`config.mk`:
```
export PLATFORM = sky130hd
export DESIGN_NAME = fetch_unit
export DESIGN_NICKNAME = d
export VERILOG_FILES = /design/src/rtl/mips_pkg.sv /design/src/rtl/ctrl_xfer_detect.sv /design/src/rtl/fetch_unit.sv
export SDC_FILE = /design/constraint.sdc
export NUM_CORES = 1
export LEC_CHECK = 0
export CAP_MARGIN = 0
export CORE_MARGIN = 2
export CORE_UTILIZATION = 25
export DETAILED_ROUTE_END_ITERATION = 16
export SYNTH_ARGS = -nofsm -noshare
export SYNTH_HDL_FRONTEND = slang
export SYNTH_SLANG_ARGS = --single-unit
```
`constraint.sdc`:
```
create_clock -name clk -period 2.5 [get_ports clk]
set_input_delay 0.375 -clock clk [delete_from_list [all_inputs] [get_ports clk]]
set_output_delay 0.375 -clock clk [all_outputs]
set_load 0.03 [all_outputs]
```
`src/rtl/mips_pkg.sv`:
```
// Shared MIPS-16 constants used by fetch, decode and control.
// Opcode/function codes and fetch state encodings live here.
package mips_pkg;

    localparam int unsigned ADDR_W  = 12;
    localparam int unsigned INSTR_W = 16;
    localparam int unsigned CNT_W   = 3;

    localparam logic [INSTR_W-1:0] NOP = 16'h0000;

    localparam logic [3:0] OP_R   = 4'b0000;
    localparam logic [3:0] OP_BEQ = 4'b0110;
    localparam logic [3:0] OP_J   = 4'b0111;
    localparam logic [3:0] OP_JAL = 4'b1000;

    localparam logic [2:0] FCODE_JR = 3'd7;

    typedef enum logic [1:0] {
        ST_BOOT,
        ST_RUN,
        ST_SILENCE
    } fetch_state_t;

endpackage

```
`src/rtl/ctrl_xfer_detect.sv`:
```
// Flags instructions that change control flow (beq, j, jal, jr).
// Purely combinational; the caller qualifies with instr_valid.
module ctrl_xfer_detect
    import mips_pkg::*;
(
    input  logic [INSTR_W-1:0] instr,
    output logic               is_ctrl_xfer
);

    logic [3:0] opcode;
    logic [2:0] fcode;

    assign opcode = instr[15:12];
    assign fcode  = instr[2:0];

    always_comb begin
        is_ctrl_xfer = 1'b0;
        unique case (opcode)
            OP_BEQ, OP_J, OP_JAL: is_ctrl_xfer = 1'b1;
            OP_R:    is_ctrl_xfer = (fcode == FCODE_JR);
            default: is_ctrl_xfer = 1'b0;
        endcase
    end

endmodule

```
`src/rtl/fetch_unit.sv`:
```
// Instruction fetch: PC, ROM interface and post-branch NOP window.
// A redirect ends the window early; stall replays the held word.
module fetch_unit #(
    parameter int unsigned       ADDR_W         = 12,
    parameter logic [ADDR_W-1:0] BOOT_ADDR      = '0,
    parameter int unsigned       SILENCE_CYCLES = 3
) (
    input  logic                          clk,
    input  logic                          rst,
    output logic                          rom_rd,
    output logic [ADDR_W-1:0]             rom_addr,
    input  logic [mips_pkg::INSTR_W-1:0]  rom_data,
    output logic [mips_pkg::INSTR_W-1:0]  instr,
    output logic                          instr_valid,
    output logic [ADDR_W-1:0]             instr_pc,
    input  logic                          stall,
    input  logic                          redirect,
    input  logic [ADDR_W-1:0]             redirect_target
);
    import mips_pkg::*;

    fetch_state_t      state_q, state_d;
    logic [ADDR_W-1:0] pc_q, pc_d;
    logic [ADDR_W-1:0] ipc_q, ipc_d;
    logic [CNT_W-1:0]  cnt_q, cnt_d;
    logic              live_q, live_d;
    logic              is_ctrl;
    logic              xfer;

    ctrl_xfer_detect u_cxd (
        .instr        (instr),
        .is_ctrl_xfer (is_ctrl)
    );

    assign instr       = live_q ? rom_data : NOP;
    assign instr_valid = live_q && (state_q != ST_BOOT);
    assign instr_pc    = ipc_q;
    assign xfer        = instr_valid && is_ctrl;

    always_comb begin
        state_d  = state_q;
        pc_d     = pc_q;
        ipc_d    = ipc_q;
        cnt_d    = cnt_q;
        live_d   = live_q;
        rom_rd   = 1'b0;
        rom_addr = pc_q;
        if (state_q != ST_BOOT) begin
            rom_rd = 1'b1;
            // Replay the held word so instr stays stable while stalled
            if (stall && !redirect) rom_addr = ipc_q;
        end
        unique case (state_q)
            ST_BOOT: state_d = ST_RUN;
            ST_RUN, ST_SILENCE: begin
                if (redirect) begin
                    pc_d    = redirect_target;
                    state_d = ST_RUN;
                    cnt_d   = '0;
                    live_d  = 1'b0;
                end else if (stall) begin
                    state_d = state_q;
                end else if (state_q == ST_SILENCE) begin
                    ipc_d = pc_q;
                    if (cnt_q <= CNT_W'(1)) begin
                        state_d = ST_RUN;
                        pc_d    = pc_q + 1'b1;
                        cnt_d   = '0;
                        live_d  = 1'b1;
                    end else begin
                        cnt_d = cnt_q - 1'b1;
                    end
                end else if (xfer) begin
                    state_d = ST_SILENCE;
                    ipc_d   = pc_q;
                    cnt_d   = CNT_W'(SILENCE_CYCLES);
                    live_d  = 1'b0;
                end else begin
                    pc_d   = pc_q + 1'b1;
                    ipc_d  = pc_q;
                    live_d = 1'b1;
                end
            end
            default: state_d = ST_BOOT;
        endcase
    end

    always_ff @(posedge clk) begin
        if (rst) begin
            state_q <= ST_BOOT;
            pc_q    <= BOOT_ADDR;
            ipc_q   <= '0;
            cnt_q   <= '0;
            live_q  <= 1'b0;
        end else begin
            state_q <= state_d;
            pc_q    <= pc_d;
            ipc_q   <= ipc_d;
            cnt_q   <= cnt_d;
            live_q  <= live_d;
        end
    end

endmodule
```
After elaboration in Yosys (flattened, before gate mapping)
Index checks and enable logic that the tools add are counted.
{ "classes": {"muxes": 26, "eq_ne": 12, "n_bitwise": 2, "n_reduce_logical": 15, "order_cmp": 1, "add_sub_neg": 2} }
{ "op_table": {"columns": ["op", "count"], "rows": [
  ["12-bit 2-to-1 mux", 7],
  ["16-bit 2-to-1 mux", 1],
  ["3-bit 2-to-1 mux", 5],
  ["12-bit by 1-bit adder with 12-bit output (second input constant)", 1],
  ["3-bit AND reduction", 4],
  ["2-bit 2-to-1 mux", 5],
  ["4-bit by 3-bit equality test with 1-bit output (second input constant)", 2],
  ["4-bit inequality test (second input constant)", 2],
  ["1-bit 2-to-1 mux", 6],
  ["3-bit by 2-bit inequality test with 1-bit output (second input constant)", 2],
  ["4-bit equality test (second input constant)", 1],
  ["4-bit zero test", 1],
  ["2-bit one-hot mux with 2 select lines", 1],
  ["4-bit AND reduction", 1],
  ["3-bit equality test (second input constant)", 1],
  ["3-bit by 1-bit <= comparator with 1-bit output (second input constant)", 1],
  ["1-bit logical AND", 3],
  ["3-bit inequality test (second input constant)", 1],
  ["3-bit nonzero test", 1],
  ["3-bit OR reduction", 1],
  ["3-bit by 1-bit subtractor with 3-bit output (second input constant)", 1],
  ["2-bit by 1-bit equality test with 1-bit output (second input constant)", 1],
  ["2-bit equality test (second input constant)", 1],
  ["2-bit zero test", 1],
  ["other kinds (6)", 7]
]} }
{ "word_totals": {"register_bits": 30, "output_inout_bits": 42, "elab_cells": 63} }

Longest topological paths before layout
Gate-level depths: netlist of the first run.
{ "depth": {"depth_word": 10, "depth_mapped": 8} }

Modules after synthesis
From an unflattened synthesis of the first run, not the netlist that was laid out.
{ "hier_totals": {"hier_cells": 249, "area_unflattened_um2": 2050.7} }
{ "modules_own_cells": {"columns": ["mod", "area_per_inst_um2", "n_inst", "cells_each"], "rows": [
  ["fetch_unit", 2025.7, 1, 245],
  ["ctrl_xfer_detect", 25.0, 1, 4]
]} }

Worst setup path before layout of the first run
Ideal clock, no wire load.
{ "synth_timing": {"kind": "input to output", "from": "input redirect", "to": "output rom_addr[10]", "slack_ns": 0.524, "required_ns": 2.125, "arrival_time_ns": 1.601, "path_stages": 5, "path_buffers": 2, "path_cell_list": "buf_4 -> nand2b_2 -> nor2_2 -> buf_4 -> o21ai_0"} }
{ "synth_between": {"elab_chain_len": 4} }
{ "synth_rtl": {"columns": ["element", "line", "rtl"], "rows": [
  ["start: declaration", "fetch_unit.sv:17", "input logic redirect,"],
  ["1-bit zero test", "fetch_unit.sv:51", "if (stall && !redirect) rom_addr = ipc_q;"],
  ["1-bit logical AND", "fetch_unit.sv:51", null],
  ["12-bit 2-to-1 mux", "fetch_unit.sv:51", null],
  ["12-bit 2-to-1 mux", "fetch_unit.sv:48", "if (state_q != ST_BOOT) begin"],
  ["end: declaration", "fetch_unit.sv:11", "output logic [ADDR_W-1:0] rom_addr,"]
]} }
No other way between the ends.

Worst setup path after layout of the first run
{ "layout_timing": {"from": "register state_q[1]", "to": "output rom_addr[7]"} }
{ "layout_between": {"elab_chain_len": 2} }
{ "layout_rtl": {"columns": ["element", "line", "rtl"], "rows": [
  ["start: declaration", "fetch_unit.sv:22", "fetch_state_t state_q, state_d;"],
  ["start signal: assignment", "fetch_unit.sv:96", "state_q <= state_d;"],
  ["2-bit nonzero test", "fetch_unit.sv:48", null],
  ["12-bit 2-to-1 mux", "fetch_unit.sv:48", null]
]} }
No other way between the ends.

==> impl_metrics.json, run 1 <==
{
  "crit_path_top_delay_cell": "dfxtp_1",
  "crit_arrival_ns": 2.02,
  "power_density_mw_per_mm2": 740,
  "synth.mux.area_fraction_pct": 6.70,
  "setup_viol": 0,
  "ys_warn_count": 0,
  "diodes": 0,
  "critical_path_buf_inv_count": 3,
  "ant_nets": 0,
  "cts_max_path_buffers": 2,
  "hold_violations": 0,
  "skew_ns": 0.00907,
  "rows": 32,
  "postCtsHoldBufs": 0,
  "clk-insertion-delay-late_ns": 0.28,
  "min_period_ns": 2.40,
  "ys_async_sr_fraction_pct": 0,
  "ff2ff_setup_slack_ns": 0.66,
  "die_x_um": 92.6,
  "vias": 2072,
  "synth-compound-area-share_pct": 25.0,
  "cpLargestDelayFamily": "buffers and inverters",
  "fin_crit_sh_pct": 95.9,
  "crit_type": "reg2out",
  "ys_seq_elements": 30,
  "area_growth_syn_to_layout_pct": 48.0,
  "worst_pin_slew_ns": 0.540,
  "synth-edff-count": 0,
  "crit_path_max_incr_delay_ns": 0.39,
  "cts_tree": "built",
  "mostFrequentLayoutCells": "clkdlybuf4s50_1 (60), nand2_1 (39), dfxtp_1 (29), a21oi_1 (22), and2_1 (16)",
  "grt_overflow": 0,
  "drt_iter0_drc": 121,
  "yosysSeqAreaShare_pct": 30.6,
  "num-fill-cells": 787,
  "io_buffers": 73,
  "syn_inst": 249,
  "status": "finished, final reports clean",
  "clock_sinks": 30,
  "power_mw": 2.15,
  "synth.distinct_cells": 51,
  "grt_pass1_vias": 2082,
  "endpoint_kind": "primary output",
  "synth_xor_area_share_pct": 0.447,
  "synth-simple-area-share_pct": 27.6,
  "ios": 74,
  "antenna_found_initial": 0,
  "place_hpwl_um": 4270,
  "cap_viol_max_count": 0,
  "cp_cell_sequence": "inv_1 > ha_1 > nor2_2 > buf_12 > mux2_2 > dlygate4sd2_1",
  "syn-num-nets": 288,
  "synth_top_family_by_area": "simple AND/OR/NAND/NOR gates",
  "regArea_um2": 602,
  "grt_usage_pct": 14.3,
  "maxSlewHeadroom_pct": 64.0,
  "synth_area_mm2": 0.00196,
  "grt_max_degree": 28,
  "routabilityCongestion": 0.839,
  "synthAdderAreaFrac_pct": 4.47,
  "cellLeakagePower_nw": 1.12,
  "required_ns": 2.12,
  "holdWs_ns": 0.465,
  "fmax_mhz": 417,
  "routedWlPerCell_um": 13.8,
  "slew_violations": 0,
  "drc": 0,
  "path_clk_slew_ns": 0.07,
  "tns_ns": 0,
  "place_ws_ns": -0.113,
  "die_area_mm2": 0.00857,
  "core-area_mm2": 0.00765,
  "synth_flop_cell": "dfxtp_1",
  "layout_commonest_cell": "clkdlybuf4s50_1",
  "viasPerCell": 4.85,
  "cp-start-kind": "register",
  "multi_input_area_mm2": 0.00126,
  "cts_buffers": 5,
  "worstHoldPathType": "reg2reg",
  "final_nets": 364,
  "wl_um": 5880,
  "dr.pass1.iters": 4,
  "root_buffer": "clkbuf_8",
  "final.setup.worst_slack_ns": 0.102,
  "drive_gt1_share_pct": 13.5,
  "h-tree-depth": 2,
  "peakVddDrop_mv": 0.257,
  "die_h_um": 92.6,
  "syn_area_per_cell_um2": 7.87,
  "start_util_pct": 25.6,
  "rsz0062_at_grt": "no",
  "critPathMaxFanout": 13,
  "grt_pass1_wl_um": 9830
}
## metrics by stage
| step | util (%) | cell area, um^2 | instances |
|---|---|---|---|
| CTS | 37.9 | 2900 | 427 |
| finish | 37.9 | 2900 | 427 |
| global route | 37.9 | 2900 | 427 |
| floorplan | - | 1960 | 249 |
| global placement | 37.0 | 2830 | 420 |
| detailed placement | 37.0 | 2830 | 420 |
## layer usage
| metal | wire, um | vias up | track usage (%) |
|---|---|---|---|
| li1 | - | 1036 | - |
| met1 | 2600 | 951 | 17.5 |
| met2 | 2890 | 79 | 25.2 |
| met3 | 343 | 6 | 3.25 |
| met4 | 47 | 0 | 3.36 |
| met5 | 0 | - | 0 |
## synth_stat cells, types with 3 or more instances
cell type / number / area, um^2
o32ai_1: 3 / 26.3
nor4_1: 3 / 18.8
dfxtp_1: 30 / 601
nor2_1: 15 / 56.3
and2_1: 16 / 100
nand3_1: 9 / 45.0
buf_4: 3 / 22.5
nand2_1: 39 / 146
o31ai_1: 5 / 37.5
clkbuf_1: 10 / 37.5
a31oi_1: 3 / 18.8
nor2_2: 3 / 18.8
mux2i_1: 3 / 30.0
a211oi_1: 4 / 30.0
o311ai_1: 3 / 26.3
inv_1: 11 / 41.3
ha_1: 7 / 87.6
mux2_2: 9 / 101
o21ai_0: 9 / 45.0
nor2b_1: 3 / 18.8
nor3_1: 6 / 30.0
a21oi_1: 22 / 110
## state kept, by name, summed over array words and instances, names as in the netlist
register	count
state_q	2
instr_pc	12
live_q	1
pc_q	12
cnt_q	3
## where the power goes
group / leakage [nW] / switching [mW] / internal [mW] / total (mW)
clock: 0.0438 / 0.186 / 0.186 / 0.372
sequential: 0.244 / 0.104 / 0.554 / 0.658
combinational: 0.829 / 0.654 / 0.464 / 1.12
## path summary, 6_finish.rpt
path | cells past startpoint | end | from
max | 6 | rom_addr[7] | state_q[1]
min | 2 | instr_pc[2] | instr_pc[2]
max reg2reg | 5 | pc_q[2] | state_q[1]
min reg2reg | 2 | instr_pc[2] | instr_pc[2]
## logic make-up after synthesis
group	count (synthesis)
buffers and inverters	24
multiplexers	12
flip-flops	30
AO/OA/AOI/OAI	68
adder cells (fa/ha/maj)	7
AND/OR/NAND/NOR	107
XOR/XNOR	1
## area by class of cell
| type | instances | area share, % |
|---|---|---|
| Timing Repair Buffer | 82 | 27.3 |
| Inverter | 11 | 1.42 |
| Clock buffer | 5 | 2.37 |
| Sequential cell | 30 | 20.7 |
| Multi-Input combinational cell | 195 | 43.4 |
| Clock inverter | 2 | 0.345 |
| Tap cell | 102 | 4.40 |
## worst min-delay path, delay by kind of cell, from the launching register on
kind / cells / cell delay [ns]
and+or+nand+nor: 1 / 0.05
AOI/OAI and AO/OA: 1 / 0.05
DFF: 1 / 0.32
## timing repair
item / CTS / global route
resized for setup: 8 / 2
cloned: 0 / 0
setup endpoints to repair: 8 / 9
buffers inserted: 0 / 0
No activity file was read; power rests on OpenSTA's default activity.
==> run 2: changes to the inputs <==
--- a/config.mk
+++ b/config.mk
@@ -6,9 +6,12 @@
 export NUM_CORES = 1
 export LEC_CHECK = 0
 export CAP_MARGIN = 0
+export CELL_PAD_IN_SITES_DETAIL_PLACEMENT = 0
+export CELL_PAD_IN_SITES_GLOBAL_PLACEMENT = 1
 export CORE_MARGIN = 2
 export CORE_UTILIZATION = 25
 export DETAILED_ROUTE_END_ITERATION = 16
+export PLACE_DENSITY_LB_ADDON = 0.1
 export SYNTH_ARGS = -nofsm -noshare
 export SYNTH_HDL_FRONTEND = slang
 export SYNTH_SLANG_ARGS = --single-unit
==> constraint.sdc (replaced) <==
create_clock -name clk -period 2.8 [get_ports clk]
set_input_delay 0.42 -clock clk [delete_from_list [all_inputs] [get_ports clk]]
set_output_delay 0.42 -clock clk [all_outputs]
set_load 0.03 [all_outputs]
==> run 2 against run 1 <==
Final cell count fell by 0.70%. First-iteration DRC count is 2.5% lower. Clock power increased by 22%. Clock skew decreased by 0.0038 ns. Combinational power is 12% lower. Core utilization up 0.46 points. Power decreased by 4.8%. Non-clock buffer count down 3. Die area unchanged. Register-to-register slack better by 0.25 ns. Critical endpoint is now rom_addr[5].
==> impl_metrics.json, run 2 (synthesis results as in run 1) <==
{
  "place_hpwl_um": 4530,
  "start_util_pct": 25.6,
  "regArea_um2": 601,
  "layout_commonest_cell": "clkdlybuf4s50_1",
  "grt_pass1_vias": 2025,
  "final_nets": 361,
  "routabilityCongestion": 0.765,
  "rsz0062_at_grt": "no",
  "path_clk_slew_ns": 0.07,
  "hold_violations": 0,
  "power_density_mw_per_mm2": 697,
  "peakVddDrop_mv": 0.285,
  "io_buffers": 73,
  "drt_iter0_drc": 118,
  "worstHoldPathType": "reg2reg",
  "h-tree-depth": 2,
  "drive_gt1_share_pct": 12.1,
  "clock_sinks": 30,
  "diodes": 0,
  "antenna_found_initial": 0,
  "final.setup.worst_slack_ns": 0.113,
  "ant_nets": 0,
  "cap_viol_max_count": 0,
  "dp.cells": 417,
  "tns_ns": 0,
  "crit_type": "in2out",
  "fin_cells": 424,
  "fmax_mhz": 372,
  "area_growth_syn_to_layout_pct": 49.8,
  "cellLeakagePower_nw": 1.16,
  "grt_max_degree": 28,
  "ios": 74,
  "wl_um": 6380,
  "endpoint_kind": "primary output",
  "dr.pass1.iters": 4,
  "cts_buffers": 5,
  "skew_ns": 0.00526,
  "die_h_um": 92.6,
  "num-fill-cells": 814,
  "drc": 0,
  "routedWlPerCell_um": 15.0,
  "setup_viol": 0,
  "worst_pin_slew_ns": 0.596,
  "cts_max_path_buffers": 2,
  "core-area_mm2": 0.00765,
  "mostFrequentLayoutCells": "clkdlybuf4s50_1 (64), nand2_1 (39), dfxtp_1 (30), a21oi_1 (22), and2_1 (16)",
  "postCtsHoldBufs": 0,
  "slew_violations": 0,
  "multi_input_area_mm2": 0.00126,
  "critPathMaxFanout": 15,
  "grt_pass1_wl_um": 10500,
  "cp-start-kind": "input port",
  "clk-insertion-delay-late_ns": 0.28,
  "rows": 32,
  "root_buffer": "clkbuf_8",
  "cts_tree": "built",
  "die_x_um": 92.6,
  "required_ns": 2.38,
  "viasPerCell": 4.79,
  "place_ws_ns": 0.0949,
  "vias": 2033,
  "fin_crit_sh_pct": 96.0,
  "crit_arrival_ns": 2.27,
  "min_period_ns": 2.69,
  "maxSlewHeadroom_pct": 60.2,
  "grt_overflow": 0,
  "die_area_mm2": 0.00857,
  "grt_usage_pct": 15.5,
  "status": "finished, final reports clean"
}
-- run 2: changes by cell type in the layout (fill, tap and decap cells not counted), sizes merged --
cell,delta
clkbuf,+1
clkinv,-2
buf,-4
dlygate4sd2,-8
clkdlybuf4s50,+4
dlymetal6s2s,+5
bufinv,+1
-- run 2: power breakdown --
group | leakage (nW) | total (mW) | switching (mW) | internal (mW)
Combinational | 0.862 | 0.991 | 0.573 | 0.418
Sequential | 0.244 | 0.599 | 0.106 | 0.493
Clock | 0.0573 | 0.455 | 0.171 | 0.285
-- run 2: worst paths after layout --
check,startpoint,to,slack [ns],cells past startpoint
min,instr_pc[11],instr_pc[11],0.46,2
max,stall,rom_addr[5],0.11,6
max reg2reg,state_q[0],pc_q[0],0.91,5
min reg2reg,instr_pc[11],instr_pc[11],0.46,2
-- run 2: routing by layer --
| metal | GRT usage [%] | vias up | share of wire (%) |
|---|---|---|---|
| met5 | 0 | - | 0 |
| met4 | 4.48 | 0 | 0.99 |
| met3 | 3.01 | 6 | 3.8 |
| met2 | 26.7 | 43 | 49 |
| met1 | 19.6 | 949 | 46 |
| li1 | - | 1035 | - |
-- run 2: final cells by class --
cell class | instances | share of cell area (%)
tap | 102 | 4.35
clock buffer | 6 | 2.81
timing repair buffer | 79 | 27.1
sequential | 30 | 20.5
inverter | 11 | 1.41
clock inverter | 1 | 1.02
multi-input combinational | 195 | 42.9
-- run 2: per-stage QoR --
| step | util (%) | hold slack [ns] | total power [mW] | cell area, um^2 |
|---|---|---|---|---|
| global placement | 36.7 | 0.454 | 1.62 | 2810 |
| global route | 38.4 | 0.492 | 2.19 | 2940 |
| detailed placement | 36.7 | 0.460 | 1.62 | 2810 |
| CTS | 38.2 | 0.470 | 2.09 | 2920 |
| finish | 38.4 | 0.464 | 2.05 | 2940 |
| floorplan | - | 0.456 | 1.22 | 1960 |
-- run 2: worst max-delay path, cell delays in order --
cell	delay, ns
clkdlybuf4s50_1	0.53
nand2b_2	0.09
nor2_2	0.13
buf_12	0.17
mux2_2	0.34
clkdlybuf4s50_1	0.59
-- run 2: repair_timing --
action,CTS,global route
buffers inserted,0,0
endpoints found under the setup margin,0,6
gates resized for setup,0,6
